[src/rtl/ldpc_mem_reader.sv]
// ldpc_mem_reader: Avalon-MM read initiator that streams a contiguous block of
// words from the LDPC on-chip RAM (read latency 1) into a valid/ready stream.
// A small skid FIFO absorbs reads already in flight when the stream stalls.
// Optional feature macro: LDPC_MEM_READER_CHECKSUM_EN adds a running XOR of all
// popped stream words on the checksum output.
module ldpc_mem_reader #(
    parameter int unsigned ADDR_W     = 13,
    parameter int unsigned DATA_W     = 32,
    parameter int unsigned FIFO_DEPTH = 4
) (
    input  logic              clk,
    input  logic              reset,
    input  logic              start,
    input  logic [ADDR_W-1:0] base_addr,
    input  logic [ADDR_W:0]   word_count,
    output logic              busy,
    output logic              done,
    output logic [ADDR_W-1:0] avm_address,
    output logic              avm_chipselect,
    output logic              avm_write,
    output logic [3:0]        avm_byteenable,
    input  logic [DATA_W-1:0] avm_readdata,
    output logic [DATA_W-1:0] st_data,
    output logic              st_valid,
    input  logic              st_ready,
`ifdef LDPC_MEM_READER_CHECKSUM_EN
    output logic [DATA_W-1:0] checksum,
`endif
    output logic              st_last
);

    localparam int unsigned PTR_W = $clog2(FIFO_DEPTH);
    localparam int unsigned CNT_W = PTR_W + 1;
    localparam int unsigned OCC_W = PTR_W + 2;
    localparam int unsigned CW    = ADDR_W + 1;

    typedef enum logic [1:0] {
        IDLE  = 2'd0,
        RUN   = 2'd1,
        DRAIN = 2'd2
    } state_t;

    state_t             state;
    logic [ADDR_W-1:0]  base_q;
    logic [CW-1:0]      count_q;
    logic [CW-1:0]      issued_q;
    logic               cs_last_q;
    logic               pend_q;
    logic               pend_last_q;
    logic [DATA_W-1:0]  fifo_data [FIFO_DEPTH];
    logic               fifo_last [FIFO_DEPTH];
    logic [PTR_W-1:0]   rd_ptr;
    logic [PTR_W-1:0]   wr_ptr;
    logic [CNT_W-1:0]   fifo_cnt;

    logic               pop;
    logic               wr;
    logic [CNT_W-1:0]   cnt_after_pop;
    logic [CNT_W-1:0]   cnt_next;
    logic [PTR_W-1:0]   rd_ptr_next;
    logic [OCC_W-1:0]   occ;
    logic               credit_ok;
    logic [DATA_W-1:0]  head_data_next;
    logic               head_last_next;

    // The slave is read-only from this side with full-word accesses.
    assign avm_write      = 1'b0;
    assign avm_byteenable = 4'hF;

    // FIFO bookkeeping, read credit and next-head selection (with write bypass into an empty FIFO).
    always_comb begin
        pop            = st_valid & st_ready;
        wr             = pend_q;
        cnt_after_pop  = fifo_cnt - CNT_W'(pop);
        cnt_next       = cnt_after_pop + CNT_W'(wr);
        rd_ptr_next    = rd_ptr + PTR_W'(pop);
        // Buffered words plus the read whose data lands next cycle; a new read adds one more.
        occ            = OCC_W'(cnt_next) + OCC_W'(avm_chipselect);
        credit_ok      = (occ < OCC_W'(FIFO_DEPTH));
        head_data_next = fifo_data[rd_ptr_next];
        head_last_next = fifo_last[rd_ptr_next];
        if (wr && (cnt_after_pop == '0)) begin
            head_data_next = avm_readdata;
            head_last_next = pend_last_q;
        end
    end

    // Control FSM, read issue, FIFO storage and registered stream outputs.
    always_ff @(posedge clk) begin
        if (reset) begin
            state          <= IDLE;
            base_q         <= '0;
            count_q        <= '0;
            issued_q       <= '0;
            busy           <= 1'b0;
            done           <= 1'b0;
            avm_address    <= '0;
            avm_chipselect <= 1'b0;
            cs_last_q      <= 1'b0;
            pend_q         <= 1'b0;
            pend_last_q    <= 1'b0;
            rd_ptr         <= '0;
            wr_ptr         <= '0;
            fifo_cnt       <= '0;
            st_valid       <= 1'b0;
            st_data        <= '0;
            st_last        <= 1'b0;
            for (int unsigned i = 0; i < FIFO_DEPTH; i++) begin
                fifo_data[i] <= '0;
                fifo_last[i] <= 1'b0;
            end
`ifdef LDPC_MEM_READER_CHECKSUM_EN
            checksum       <= '0;
`endif
        end else begin
            done           <= 1'b0;
            avm_chipselect <= 1'b0;
            cs_last_q      <= 1'b0;

            // Read return lands one cycle after the request; credit guarantees room.
            pend_q      <= avm_chipselect;
            pend_last_q <= cs_last_q;
            if (wr) begin
                fifo_data[wr_ptr] <= avm_readdata;
                fifo_last[wr_ptr] <= pend_last_q;
                wr_ptr            <= wr_ptr + PTR_W'(1);
            end
            rd_ptr   <= rd_ptr_next;
            fifo_cnt <= cnt_next;

            st_valid <= (cnt_next != '0);
            st_data  <= head_data_next;
            st_last  <= head_last_next & (cnt_next != '0);

`ifdef LDPC_MEM_READER_CHECKSUM_EN
            if (state == IDLE && start) begin
                checksum <= '0;
            end else if (pop) begin
                checksum <= checksum ^ st_data;
            end
`endif

            case (state)
                IDLE: begin
                    if (start) begin
                        base_q  <= base_addr;
                        count_q <= word_count;
                        busy    <= 1'b1;
                        if (word_count == '0) begin
                            issued_q <= '0;
                            state    <= DRAIN;
                        end else begin
                            avm_chipselect <= 1'b1;
                            avm_address    <= base_addr;
                            cs_last_q      <= (word_count == CW'(1));
                            issued_q       <= CW'(1);
                            state          <= RUN;
                        end
                    end
                end
                RUN: begin
                    if (issued_q == count_q) begin
                        state <= DRAIN;
                    end else if (credit_ok) begin
                        avm_chipselect <= 1'b1;
                        avm_address    <= base_q + issued_q[ADDR_W-1:0];
                        cs_last_q      <= (issued_q == count_q - CW'(1));
                        issued_q       <= issued_q + CW'(1);
                    end
                end
                DRAIN: begin
                    if ((count_q == '0) || (pop && st_last)) begin
                        busy  <= 1'b0;
                        done  <= 1'b1;
                        state <= IDLE;
                    end
                end
                default: begin
                    state <= IDLE;
                end
            endcase
        end
    end

endmodule

[config.mk]
export PLATFORM = sky130hd
export DESIGN_NAME = ldpc_mem_reader
export DESIGN_NICKNAME = d
export VERILOG_FILES = /design/src/rtl/ldpc_mem_reader.sv
export SDC_FILE = /design/constraint.sdc
export NUM_CORES = 1
export LEC_CHECK = 0
export CAP_MARGIN = 20
export CORE_ASPECT_RATIO = 0.6
export CORE_UTILIZATION = 43
export CTS_BUF_LIST = sky130_fd_sc_hd__clkbuf_4 sky130_fd_sc_hd__clkbuf_8 sky130_fd_sc_hd__clkbuf_16
export DETAILED_ROUTE_END_ITERATION = 12
export DONT_BUFFER_PORTS = 1
export GPL_TIMING_DRIVEN = 0
export PLACE_DENSITY = 0.67
export SLEW_MARGIN = 20
export SYNTH_ARGS = -nofsm -noshare
export SYNTH_HDL_FRONTEND = slang
export SYNTH_SLANG_ARGS = --single-unit
export TNS_END_PERCENT = 50
[constraint.sdc]
create_clock -name clk -period 8.5 [get_ports clk]
set_input_delay 1.7 -clock clk [delete_from_list [all_inputs] [get_ports clk]]
set_output_delay 1.7 -clock clk [all_outputs]
set_load 0.03 [all_outputs]
==> impl_results.md <==
- Status: finished, final reports clean
- Vias per std cell: 5.54
- Setup Viol. Count Final: 0
- Final HPWL DP: 20100 microns
- Hold depth: 1
- CP max stage cell: nor4b_1
- Cell area power density: 257 nW/um^2
- Routability cong.: 0.932
- Die H: 126 microns
- Initial DRC Count: 627
- Initial antenna violation count: 0
- Port bufs: 0
- Clock Latency Late Sink: 530 ps
- Die area: 26200 sq um
- Synth unique cells: 65
- Final hold violations: 0
- Reg2Reg Depth: 11
- WP buf/inv: 2
- Post-Syn Instances: 990
- Post-synthesis cell area: 11000 sq um
- Detailed Routing Iterations Pass 1: 6
- Gr usage total: 22.2%
- Drt wl/cell: 21.1 microns
- Nets@finish: 1103
- Largest net degree at the start of global routing: 34
- Reg2reg setup slack: 5380 ps
- Worst vdd ir: 0.000146 V
- Clock share of power: 35.3%
- Max-slew violations: 0
- Max-cap viol count: 0
- Post-synthesis sequential area ratio: 54.9%
- Critical Path Most Common Cell: ha_1
- Share of layout cells above drive strength 1: 11.0%
- Final period util: 43.9%
- Max stage delay on crit path: 360 ps
- Setup WS post-layout: 4770 ps
- First-pass GRT wire length: 44100 microns
- CTS root buf: clkbuf_16
- Critical Path RT: 8900 ps
- Final Core Density: 49.8%
- Syn Area/Cell: 11.1 sq um
- Post-DRT Antenna Nets: 0
- Sw Share: 29.9%
- Hold buffers post-CTS: 0
- Crit path DAT: 4130 ps
- Int Power: 0.00221 W
- GR Overflow Total: 0
- CTS max path bufs: 3
- Cts bufs inserted: 24
- Slew headroom: 31.2%
- Slew @ Worst Pin: 1030 ps
- Core Rows: 44
- Pleak: 4.49 nW
- Initial Util: 44.6%
- Ports: 118
- Core Area: 24600 sq um
- Post-synthesis async set-or-reset flop share: 0%
- Ys Warns: 0
- FF-to-FF End: issued_q[5]$_SDFFE_PP0P_
- Post-CTS Setup Bufs: 0
- Vias: 7534
- Worst path cell trace: and2_1 > ha_1 > ha_1 > inv_1 > ha_1 > xor2_1 > nand3_1 > buf_2 > nor4b_1 > xnor2_1 > nor2_1
- Post-synth EDFFs: 132
- Worst hold path type: reg -> reg
- Clk slew on worst S/H paths: 70 ps
- Power share of the combinational group: 17.9%
- CP max FO: 10
- Clock skew: 17.0 ps
- Sw power: 0.000943 W
- Period minus WS final: 3730 ps
- Fillcell total: 2188
- Crit start category: primary input
- RSZ-0062 raised after global routing: false
- Post_cts resized: 0
- Final cell count without fillers: 1360
- Fmax achieved: 268 MHz
- Synthesis-to-layout area growth: 11.6%
- Setup TNS: 0 ps
- Remaining DRCs: 0
- WL final: 28600 microns
- Worst path top cell family by delay: simple AND/OR/NAND/NOR gates
- Placed Cells: 1316
- TritonCTS clock tree: built
- Sequential power share: 46.8%
- Clk sinks: 235
- Hold endpoint: pend_last_q$_SDFF_PP0_
- Hold Startpoint: cs_last_q$_SDFF_PP0_
- Post-synth top flop: edfxtp_1
- Crit Path Category: in -> reg
- Vias in the first global route: 7313
- Critical Path End Type: register
- RR Startpoint: st_valid$_SDFF_PP0_
- FF+latch count, synth: 235
- Htree depth: 1
- Overall Power: 0.00315 W
- N_diodes: 0
- Pre-CTS WS: 4260 ps
- Die X: 208 microns
[cell type report]
type	instances	area (sq um)	area share (%)
clock inverter	12	136	1.11
multi-input combinational	678	4610	37.6
timing repair buffer	1	27.5	0.225
buffer	64	304	2.48
inverter	16	60.1	0.490
tap	322	403	3.29
clock buffer	32	684	5.59
sequential	235	6030	49.2
[metrics by stage]
step / cell area [sq um] / hold WS, ps
final: 12300 / 458
after global routing: 12300 / 469
after CTS: 12300 / 449
after detailed placement: 11400 / 433
after global placement: 11400 / 428
after floorplan: 11000 / 414
[sequential cells by signal, summed over array words and instances, names as in the netlist, 2 cells and up]
name and flops:
wr_ptr 2, base_q 13, avm_address 13, issued_q 14, fifo_data 128, rd_ptr 2, fifo_last 4, state 2
fifo_cnt 3, st_data 32, count_q 14
[worst max path at each step]
stage / from / slack, ps / cells past startpoint / end
6_report: st_ready / 4770 / 11 / issued_q[5]$_SDFFE_PP0P_
5_1_grt: st_ready / 4610 / 10 / issued_q[0]$_SDFFE_PP0P_
4_1_cts: st_ready / 4810 / 11 / issued_q[5]$_SDFFE_PP0P_
3_5_place_dp: st_ready / 4260 / 11 / issued_q[5]$_SDFFE_PP0P_
3_3_place_gp: reset / 3790 / 3 / fifo_data[1][25]$_SDFFCE_PN0P_
2_1_floorplan: st_ready / 4640 / 11 / issued_q[5]$_SDFFE_PP0P_
[placed cells by master (no fill, tap or decap), types with 6 or more instances in the layout]
cell type,netlist,routed
clkbuf_1,43,43
a21oi_1,77,77
ha_1,19,19
nand3_1,17,17
nand2b_1,10,10
inv_1,16,16
dfxtp_1,103,103
clkbuf_16,0,25
nor3_1,17,17
buf_2,11,11
o21ai_0,11,11
xor2_1,20,20
nor2b_1,12,12
nand4_1,6,6
and2_1,134,134
mux4_2,33,33
edfxtp_1,132,132
nand2_1,147,147
clkinv_2,0,6
clkbuf_4,0,6
a211oi_1,10,10
nor2_1,50,50
a311oi_1,8,8
xnor2_1,24,24
[worst register-to-register path, stage by stage, from the launching register on]
cell and delay (ps):
dfxtp_1 540, and2_1 320, ha_1 210, ha_1 250, inv_1 70, ha_1 150, xor2_1 250, nand3_1 310
buf_2 300, nor4b_1 360, xnor2_1 170, nor2_1 60
[power by group through the flow]
stage	registers, W	clock network [W]	logic, W
after floorplan	0.00147	0	0.000438
after global placement	0.00150	0	0.000554
after detailed placement	0.00150	0	0.000565
after CTS	0.00148	0.00114	0.000568
after global routing	0.00149	0.00118	0.000625
final	0.00148	0.00111	0.000565
[metal layers]
metal	part of all wire (%)	wire (microns)	track usage, %	vias to the layer above
met1	48	13900	34.4	3684
li1	-	-	-	3550
met2	41	11800	30.7	269
met4	1.5	427	4.36	0
met3	8.9	2560	5.96	31
met5	0	0	0	-
[synthesized netlist by cell type (6+ instances only)]
master	count	share of area [%]
inv_1	16	0.55
nor2_1	50	1.7
nand2b_1	10	0.57
clkbuf_1	43	1.5
a21oi_1	77	3.5
and2_1	134	7.6
xor2_1	20	1.6
a311oi_1	8	0.64
nand2_1	147	5.0
xnor2_1	24	1.9
dfxtp_1	103	19
mux4_2	33	6.8
ha_1	19	2.2
buf_2	11	0.50
nor3_1	17	0.78
a211oi_1	10	0.68
nand3_1	17	0.78
o21ai_0	11	0.50
nor2b_1	12	0.68
nand4_1	6	0.34
edfxtp_1	132	36
[cell families (layout without fill, tap and decap cells)]
kind of cell | after synthesis | after routing | synth area share (%)
and+or+nand+nor | 427 | 427 | 20.2
adders and majority gates | 20 | 20 | 2.35
xor gates and xnor gates | 45 | 45 | 3.66
AOI/OAI and AO/OA | 142 | 142 | 8.14
buffers and inverters | 80 | 125 | 3.32
muxes | 39 | 39 | 7.33
other | 2 | 5 | 0.0684
DFF | 235 | 235 | 54.9
Power figures use the tool's default switching activity.
